==> src/rtl/branch_pkg.sv <==
`default_nettype none
// ============================================================================
// Module      : branch_pkg
// Description : Shared encodings for branch resolution and prediction:
//               PCSrc kinds, conditional-branch condition selects, and
//               2-bit saturating counter states with their update helper.
// Revision    : 1.0  initial release
// ============================================================================
package branch_pkg;

    // PCSrc encodings (2'b11 behaves like PCSRC_NONE)
    localparam logic [1:0] PCSRC_NONE   = 2'b00;
    localparam logic [1:0] PCSRC_COND   = 2'b01;
    localparam logic [1:0] PCSRC_UNCOND = 2'b10;

    // opcode2 condition selects for conditional branches (110/111 never taken)
    localparam logic [2:0] BR_Z  = 3'b000;
    localparam logic [2:0] BR_NZ = 3'b001;
    localparam logic [2:0] BR_LT = 3'b010;
    localparam logic [2:0] BR_GE = 3'b011;
    localparam logic [2:0] BR_GT = 3'b100;
    localparam logic [2:0] BR_LE = 3'b101;

    // 2-bit saturating counter states; MSB is the predicted direction
    localparam logic [1:0] SC_SNT = 2'b00;
    localparam logic [1:0] SC_WNT = 2'b01;
    localparam logic [1:0] SC_WT  = 2'b10;
    localparam logic [1:0] SC_ST  = 2'b11;

    // Step a counter toward the observed direction, holding at the ends
    function automatic logic [1:0] sc_update(input logic [1:0] cur, input logic taken);
        logic [1:0] nxt;
        nxt = cur;
        if (taken && (cur != SC_ST)) begin
            nxt = cur + 2'b01;
        end else if (!taken && (cur != SC_SNT)) begin
            nxt = cur - 2'b01;
        end
        return nxt;
    endfunction

endpackage
`default_nettype wire

==> src/rtl/branch_cond_eval.sv <==
`default_nettype none
// ============================================================================
// Module      : branch_cond_eval
// Description : Combinational branch decision from PCSrc, opcode2 and a
//               two's-complement operand. No valid qualification here so
//               the single-cycle core can reuse it directly.
// Ports       : PCSrc      in  2         branch kind
//               opcode2    in  3         condition select for PCSRC_COND
//               operand    in  REG_BITS  value under test (signed)
//               cond_taken out 1         branch taken
// Revision    : 1.0  initial release
// ============================================================================
module branch_cond_eval
    import branch_pkg::*;
#(
    parameter int REG_BITS = 32
) (
    input  logic [1:0]          PCSrc,
    input  logic [2:0]          opcode2,
    input  logic [REG_BITS-1:0] operand,
    output logic                cond_taken
);

    logic w_zero;
    logic w_neg;
    logic w_cond;

    assign w_zero = (operand == '0);
    assign w_neg  = operand[REG_BITS-1];

    always_comb begin
        w_cond = 1'b0;
        case (opcode2)
            BR_Z:    w_cond = w_zero;
            BR_NZ:   w_cond = !w_zero;
            BR_LT:   w_cond = w_neg;
            BR_GE:   w_cond = !w_neg;
            BR_GT:   w_cond = !w_neg && !w_zero;
            BR_LE:   w_cond = w_neg || w_zero;
            default: w_cond = 1'b0;
        endcase
    end

    always_comb begin
        cond_taken = 1'b0;
        case (PCSrc)
            PCSRC_COND:   cond_taken = w_cond;
            PCSRC_UNCOND: cond_taken = 1'b1;
            default:      cond_taken = 1'b0;
        endcase
    end

endmodule
`default_nettype wire

==> src/rtl/branch_predictor.sv <==
`default_nettype none
// ============================================================================
// Module      : branch_predictor
// Description : Fetch-time direction predictor built from a PC-indexed table
//               of 2-bit saturating counters, with EX-stage resolution,
//               table training, a registered mispredict flush and saturating
//               branch / mispredict performance counters.
// Ports       : clk, rst         clock, asynchronous active-high reset
//               fetch_pc         in   PC being fetched
//               pred_taken       out  combinational prediction for fetch_pc
//               res_valid        in   EX holds a valid instruction
//               res_pc           in   PC of the EX instruction
//               PCSrc, opcode2   in   branch kind / condition select
//               operand          in   value tested by the condition
//               res_pred         in   prediction carried with the instruction
//               branch           out  combinational actual-taken decision
//               flush            out  registered mispredict pulse
//               flush_taken      out  registered branch, valid with flush
//               branch_cnt       out  resolved branch count (saturating)
//               mispred_cnt      out  mispredict count (saturating)
// Revision    : 1.0  initial release
// ============================================================================
module branch_predictor
    import branch_pkg::*;
#(
    parameter int REG_BITS = 32,
    parameter int ENTRIES  = 64,
    parameter int CNT_BITS = 16
) (
    input  logic                clk,
    input  logic                rst,
    input  logic [REG_BITS-1:0] fetch_pc,
    output logic                pred_taken,
    input  logic                res_valid,
    input  logic [REG_BITS-1:0] res_pc,
    input  logic [1:0]          PCSrc,
    input  logic [2:0]          opcode2,
    input  logic [REG_BITS-1:0] operand,
    input  logic                res_pred,
    output logic                branch,
    output logic                flush,
    output logic                flush_taken,
    output logic [CNT_BITS-1:0] branch_cnt,
    output logic [CNT_BITS-1:0] mispred_cnt
);

    localparam int c_IDX_BITS = $clog2(ENTRIES);

    // Flop array rather than RAM: every entry must clear on async reset
    logic [1:0]            r_table [ENTRIES];
    logic [c_IDX_BITS-1:0] w_fetch_idx;
    logic [c_IDX_BITS-1:0] w_res_idx;
    logic                  w_cond_taken;
    logic                  w_resolved;
    logic                  w_mispred;
    logic                  r_flush;
    logic                  r_flush_taken;
    logic [CNT_BITS-1:0]   r_branch_cnt;
    logic [CNT_BITS-1:0]   r_mispred_cnt;
    logic                  w_unused_pc_bits;

    // Word-aligned PCs: skip the byte offset, use the next log2(ENTRIES) bits
    assign w_fetch_idx = fetch_pc[c_IDX_BITS+1:2];
    assign w_res_idx   = res_pc[c_IDX_BITS+1:2];

    assign w_unused_pc_bits = ^{fetch_pc[1:0], fetch_pc[REG_BITS-1:c_IDX_BITS+2],
                                res_pc[1:0],   res_pc[REG_BITS-1:c_IDX_BITS+2]};

    branch_cond_eval #(
        .REG_BITS (REG_BITS)
    ) u_cond (
        .PCSrc      (PCSrc),
        .opcode2    (opcode2),
        .operand    (operand),
        .cond_taken (w_cond_taken)
    );

    assign branch     = res_valid && w_cond_taken;
    assign w_resolved = res_valid && ((PCSrc == PCSRC_COND) || (PCSrc == PCSRC_UNCOND));
    // Non-branches never mispredict, whatever res_pred says
    assign w_mispred  = w_resolved && (branch != res_pred);

    // Read is from the registered table, so a same-cycle update to the
    // fetched index is not visible until the next cycle
    assign pred_taken = r_table[w_fetch_idx][1];

    always_ff @(posedge clk or posedge rst) begin
        if (rst) begin
            for (int i = 0; i < ENTRIES; i++) begin
                r_table[i] <= SC_WNT;
            end
        end else if (w_resolved) begin
            for (int i = 0; i < ENTRIES; i++) begin
                if (w_res_idx == c_IDX_BITS'(i)) begin
                    r_table[i] <= sc_update(r_table[i], branch);
                end
            end
        end
    end

    always_ff @(posedge clk or posedge rst) begin
        if (rst) begin
            r_flush       <= 1'b0;
            r_flush_taken <= 1'b0;
        end else begin
            r_flush       <= w_mispred;
            r_flush_taken <= branch;
        end
    end

    always_ff @(posedge clk or posedge rst) begin
        if (rst) begin
            r_branch_cnt  <= '0;
            r_mispred_cnt <= '0;
        end else begin
            if (w_resolved && (r_branch_cnt != '1)) begin
                r_branch_cnt <= r_branch_cnt + CNT_BITS'(1);
            end
            if (w_mispred && (r_mispred_cnt != '1)) begin
                r_mispred_cnt <= r_mispred_cnt + CNT_BITS'(1);
            end
        end
    end

    assign flush       = r_flush;
    assign flush_taken = r_flush_taken;
    assign branch_cnt  = r_branch_cnt;
    assign mispred_cnt = r_mispred_cnt;

endmodule
`default_nettype wire

==> config.mk <==
export PLATFORM = sky130hd
export DESIGN_NAME = branch_predictor
export DESIGN_NICKNAME = d
export VERILOG_FILES = /design/src/rtl/branch_pkg.sv /design/src/rtl/branch_cond_eval.sv /design/src/rtl/branch_predictor.sv
export SDC_FILE = /design/constraint.sdc
export NUM_CORES = 1
export LEC_CHECK = 0
export BUFFER_PORTS_ARGS = -buffer_cell sky130_fd_sc_hd__buf_2
export CAP_MARGIN = 20
export CORE_ASPECT_RATIO = 0.75
export CORE_UTILIZATION = 35
export DETAILED_ROUTE_END_ITERATION = 12
export PLACE_DENSITY_LB_ADDON = 0.1
export SYNTH_ARGS = -nofsm -noshare
export SYNTH_HDL_FRONTEND = slang
export SYNTH_SLANG_ARGS = --single-unit
==> constraint.sdc <==
create_clock -name clk -period 5.6 [get_ports clk]
set_clock_uncertainty 0.1 [all_clocks]
set_input_delay 0.84 -clock clk [delete_from_list [all_inputs] [get_ports clk]]
set_output_delay 0.84 -clock clk [all_outputs]
set_load 0.02 [all_outputs]
==> results.py <==
metrics = {
    "status": {
        "status": "finished clean",
    },
    "global_routing": {
        "grt_pass1_vias": 7148,
        "antenna_found_initial": 0,
        "grt_use_total": 0.186,
        "grt_pass1_wl_um": 39300,
        "grt_max_degree": 114,
        "grt_remaining_overflow": 0,
    },
    "pwr": {
        "p_clk_frac": 0.403,
        "swShare": 0.289,
        "cellPowerDensity_nw_per_um2": 300,
        "pwr-share-seq": 0.446,
        "power_switching_w": 0.000927,
        "leakage_nw": 4.48,
        "p_int_w": 0.00228,
        "vdd_drop_max_mv": 0.206,
        "p_comb_frac": 0.150,
    },
    "critical_path": {
        "path_cells": "buf_2 -> mux4_2 -> mux4_2 -> mux4_2 -> buf_2",
        "startpoint_type": "input port",
        "arrival_ps": 3210,
        "crit_fanout": 16,
        "worst_path_most_repeated_cell": "mux4_2",
        "slowest_stage": "mux4_2",
        "cp-end-kind": "primary output",
        "cp.required_ps": 4660,
        "critPathMaxStageDelay_ps": 670,
        "crit_type": "in -> out",
    },
    "cells_and_area": {
        "antenna_cells": 0,
        "fin_util": 0.412,
        "instances_no_fill": 1471,
        "areaGrowthSynthToFinish_pct": 15.4,
        "layout.nets": 1223,
        "drive_above_1_share": 0.208,
        "final_cell_area_um2": 10700,
    },
    "timing": {
        "finalMaxSlewViolations": 0,
        "slew_headroom": 0.333,
        "max_freq_mhz": 241,
        "fin_crit_sh": 0.741,
        "finalWorstPathRequiredPeriod_ps": 4150,
        "tns_ps": 0,
        "finalSetupViolCount": 0,
        "layout_setup_ws_ps": 1450,
        "hold_viol_final": 0,
        "worstMarginPinSlew_ps": 993,
        "rsz0062_at_grt": "false",
    },
    "placed_design": {
        "port_buffers": 88,
        "post-dp-hpwl_um": 15700,
        "place_area_um2": 10000,
        "routabilityCongestion": 0.776,
        "dp_cells": 1438,
        "pre_cts_ws_ps": 1390,
    },
    "synth": {
        "yosys_warnings": 0,
        "synth_fp_nets": 1157,
        "syn-mean-instance-area_um2": 8.84,
        "synth_area_um2": 9270,
        "ys.flop_type": "dfrtp_1",
        "yosysSeqAreaShare": 0.446,
        "ys_ff_latch": 162,
        "synth_cell_types": 46,
        "async_flop_share": 1.00,
        "synthCells": 1048,
        "synth_edf_count": 0,
    },
    "clock_tree": {
        "cts_made_buffers": 17,
        "postCtsHoldBufs": 0,
        "cts.repair.resized": 0,
        "htreeDepth": 4,
        "cts.clk_slew.worst_paths_ps": 70,
        "root_buffer": "clkbuf_16",
        "clock_path_buffers": 2,
        "clock_latency_ps": 430,
        "cts.sink_count": 162,
        "cts_tree": "built",
        "post_cts_buffers": 0,
    },
    "detailed_routing": {
        "wl_um": 24100,
        "ant_nets": 0,
        "drc_errors": 0,
        "dr.pass1.iters": 5,
        "vias_per_cell": 5.32,
        "num_vias": 7827,
        "drt_first_iter_violations": 476,
        "post_drt_wl_per_cell_um": 16.4,
    },
    "floorplanning": {
        "die_h_um": 143,
        "die_area_um2": 27100,
        "die_w_um": 190,
        "start_util": 0.357,
        "io_pins": 141,
        "core_um2": 26000,
        "core.rowCount": 51,
    },
    "worst_hold_path": {
        "holdCritPathClass": "in -> async",
    },
    "job": {
        "cap_viol_max_count": 0,
    },
}
synth_stat cells (2+ instances only):
library cell,n,share of area
and3_1,7,0.0047
mux2i_1,37,0.040
nor2b_1,6,0.0041
mux2_2,5,0.0061
a21oi_1,118,0.064
or3_1,19,0.013
o31ai_1,3,0.0024
o21ai_1,17,0.0092
o21ai_0,119,0.064
nand3_1,48,0.026
and4_1,3,0.0028
inv_1,51,0.021
buf_1,3,0.0012
o211ai_1,26,0.021
nand2b_1,30,0.020
nor2_1,68,0.028
xnor2_1,24,0.023
ha_1,4,0.0054
nor3_1,30,0.016
clkbuf_1,38,0.015
xor2_1,7,0.0066
o31a_1,5,0.0047
nand4_1,10,0.0068
mux4_2,21,0.051
a31oi_1,21,0.014
nor4_1,17,0.011
dfstp_2,64,0.18
or2_2,3,0.0020
buf_2,12,0.0065
a41oi_1,2,0.0019
and2_1,4,0.0027
nand2_1,115,0.047
dfrtp_1,98,0.26
flip-flops by register name, summed over array words and instances, names as in the netlist:
name,count
flush,1
branch_cnt,16
mispred_cnt,16
r_table,128
flush_taken,1
worst max-delay path, delay by kind of cell:
kind                   cells  cell delay (ps)
buffers and inverters      2              720
multiplexers               3             1620
per-layer routing:
| layer | wire [um] | share of wire | global-route usage | vias up |
|---|---|---|---|---|
| met4 | 178 | 0.0074 | 0.0403 | 0 |
| met2 | 10500 | 0.43 | 0.275 | 130 |
| met5 | 0 | 0 | 0 | - |
| met3 | 691 | 0.029 | 0.0312 | 14 |
| met1 | 12700 | 0.53 | 0.282 | 3779 |
| li1 | - | - | - | 3904 |
worst paths after layout:
check                                from               to  slack, ps  depth (start not counted)
min reg2reg                  r_table[126]     r_table[126]        380                          1
max in group asynchronous             rst     r_table[121]       4010                          3
max reg2reg                mispred_cnt[4]  mispred_cnt[14]       3060                          7
max                           fetch_pc[2]       pred_taken       1450                          5
min in group clk             r_table[126]     r_table[126]        380                          1
min                                   rst    branch_cnt[3]        330                          2
final cells by class:
type / instances / area [um^2]
clock buffer: 20 / 467
sequential: 162 / 4130
timing repair buffer: 101 / 561
tap: 344 / 430
clock inverter: 12 / 180
inverter: 52 / 203
fill: 2581 / 15300
multi-input combinational: 780 / 4720
kinds of logic (layout without fill, tap and decap cells):
family	Yosys count	after routing	share of synthesized area
simple gates	364	364	0.188
fa+ha+maj	4	4	0.00540
buf+inv	106	185	0.0454
mux	63	63	0.0971
compound gates	318	318	0.189
flops	162	162	0.446
xor+xnor	31	31	0.0293
layout by cell type (no fill, tap or decap), types with 4 or more instances in the layout:
master and instances:
bufinv_16 4, xor2_1 7, nor4_1 17, nand3_1 48, buf_4 10, inv_1 50, mux2i_1 37, nand2b_1 30
and3_1 7, o31a_1 5, dfrtp_1 98, xnor2_1 24, o21ai_1 17, a31oi_1 21, nor3_1 29, dfstp_2 64
o21ai_0 119, buf_2 88, nand4_1 10, a21oi_1 118, clkinv_4 4, o211ai_1 26, nor2_1 66, and2_1 4
mux4_2 21, mux2_2 5, nand2_1 115, or3_1 19, nor2b_1 6, ha_1 4, clkbuf_16 17
per-stage QoR:
stage / hold slack [ps] / power [W]
after floorplan: 359 / 0.00176
after global placement: 374 / 0.00193
after detailed placement: 374 / 0.00194
after CTS: 347 / 0.00325
after global routing: 367 / 0.00336
final: 328 / 0.00321
power by group through the flow:
stage | logic [W] | clock network (W) | registers, W
final | 0.000483 | 0.00129 | 0.00143
after global routing | 0.000538 | 0.00137 | 0.00145
after CTS | 0.000488 | 0.00133 | 0.00143
after detailed placement | 0.000488 | 0 | 0.00145
after global placement | 0.000483 | 0 | 0.00145
after floorplan | 0.000290 | 0 | 0.00147
Note: power is estimated with default switching activity, not from simulation.
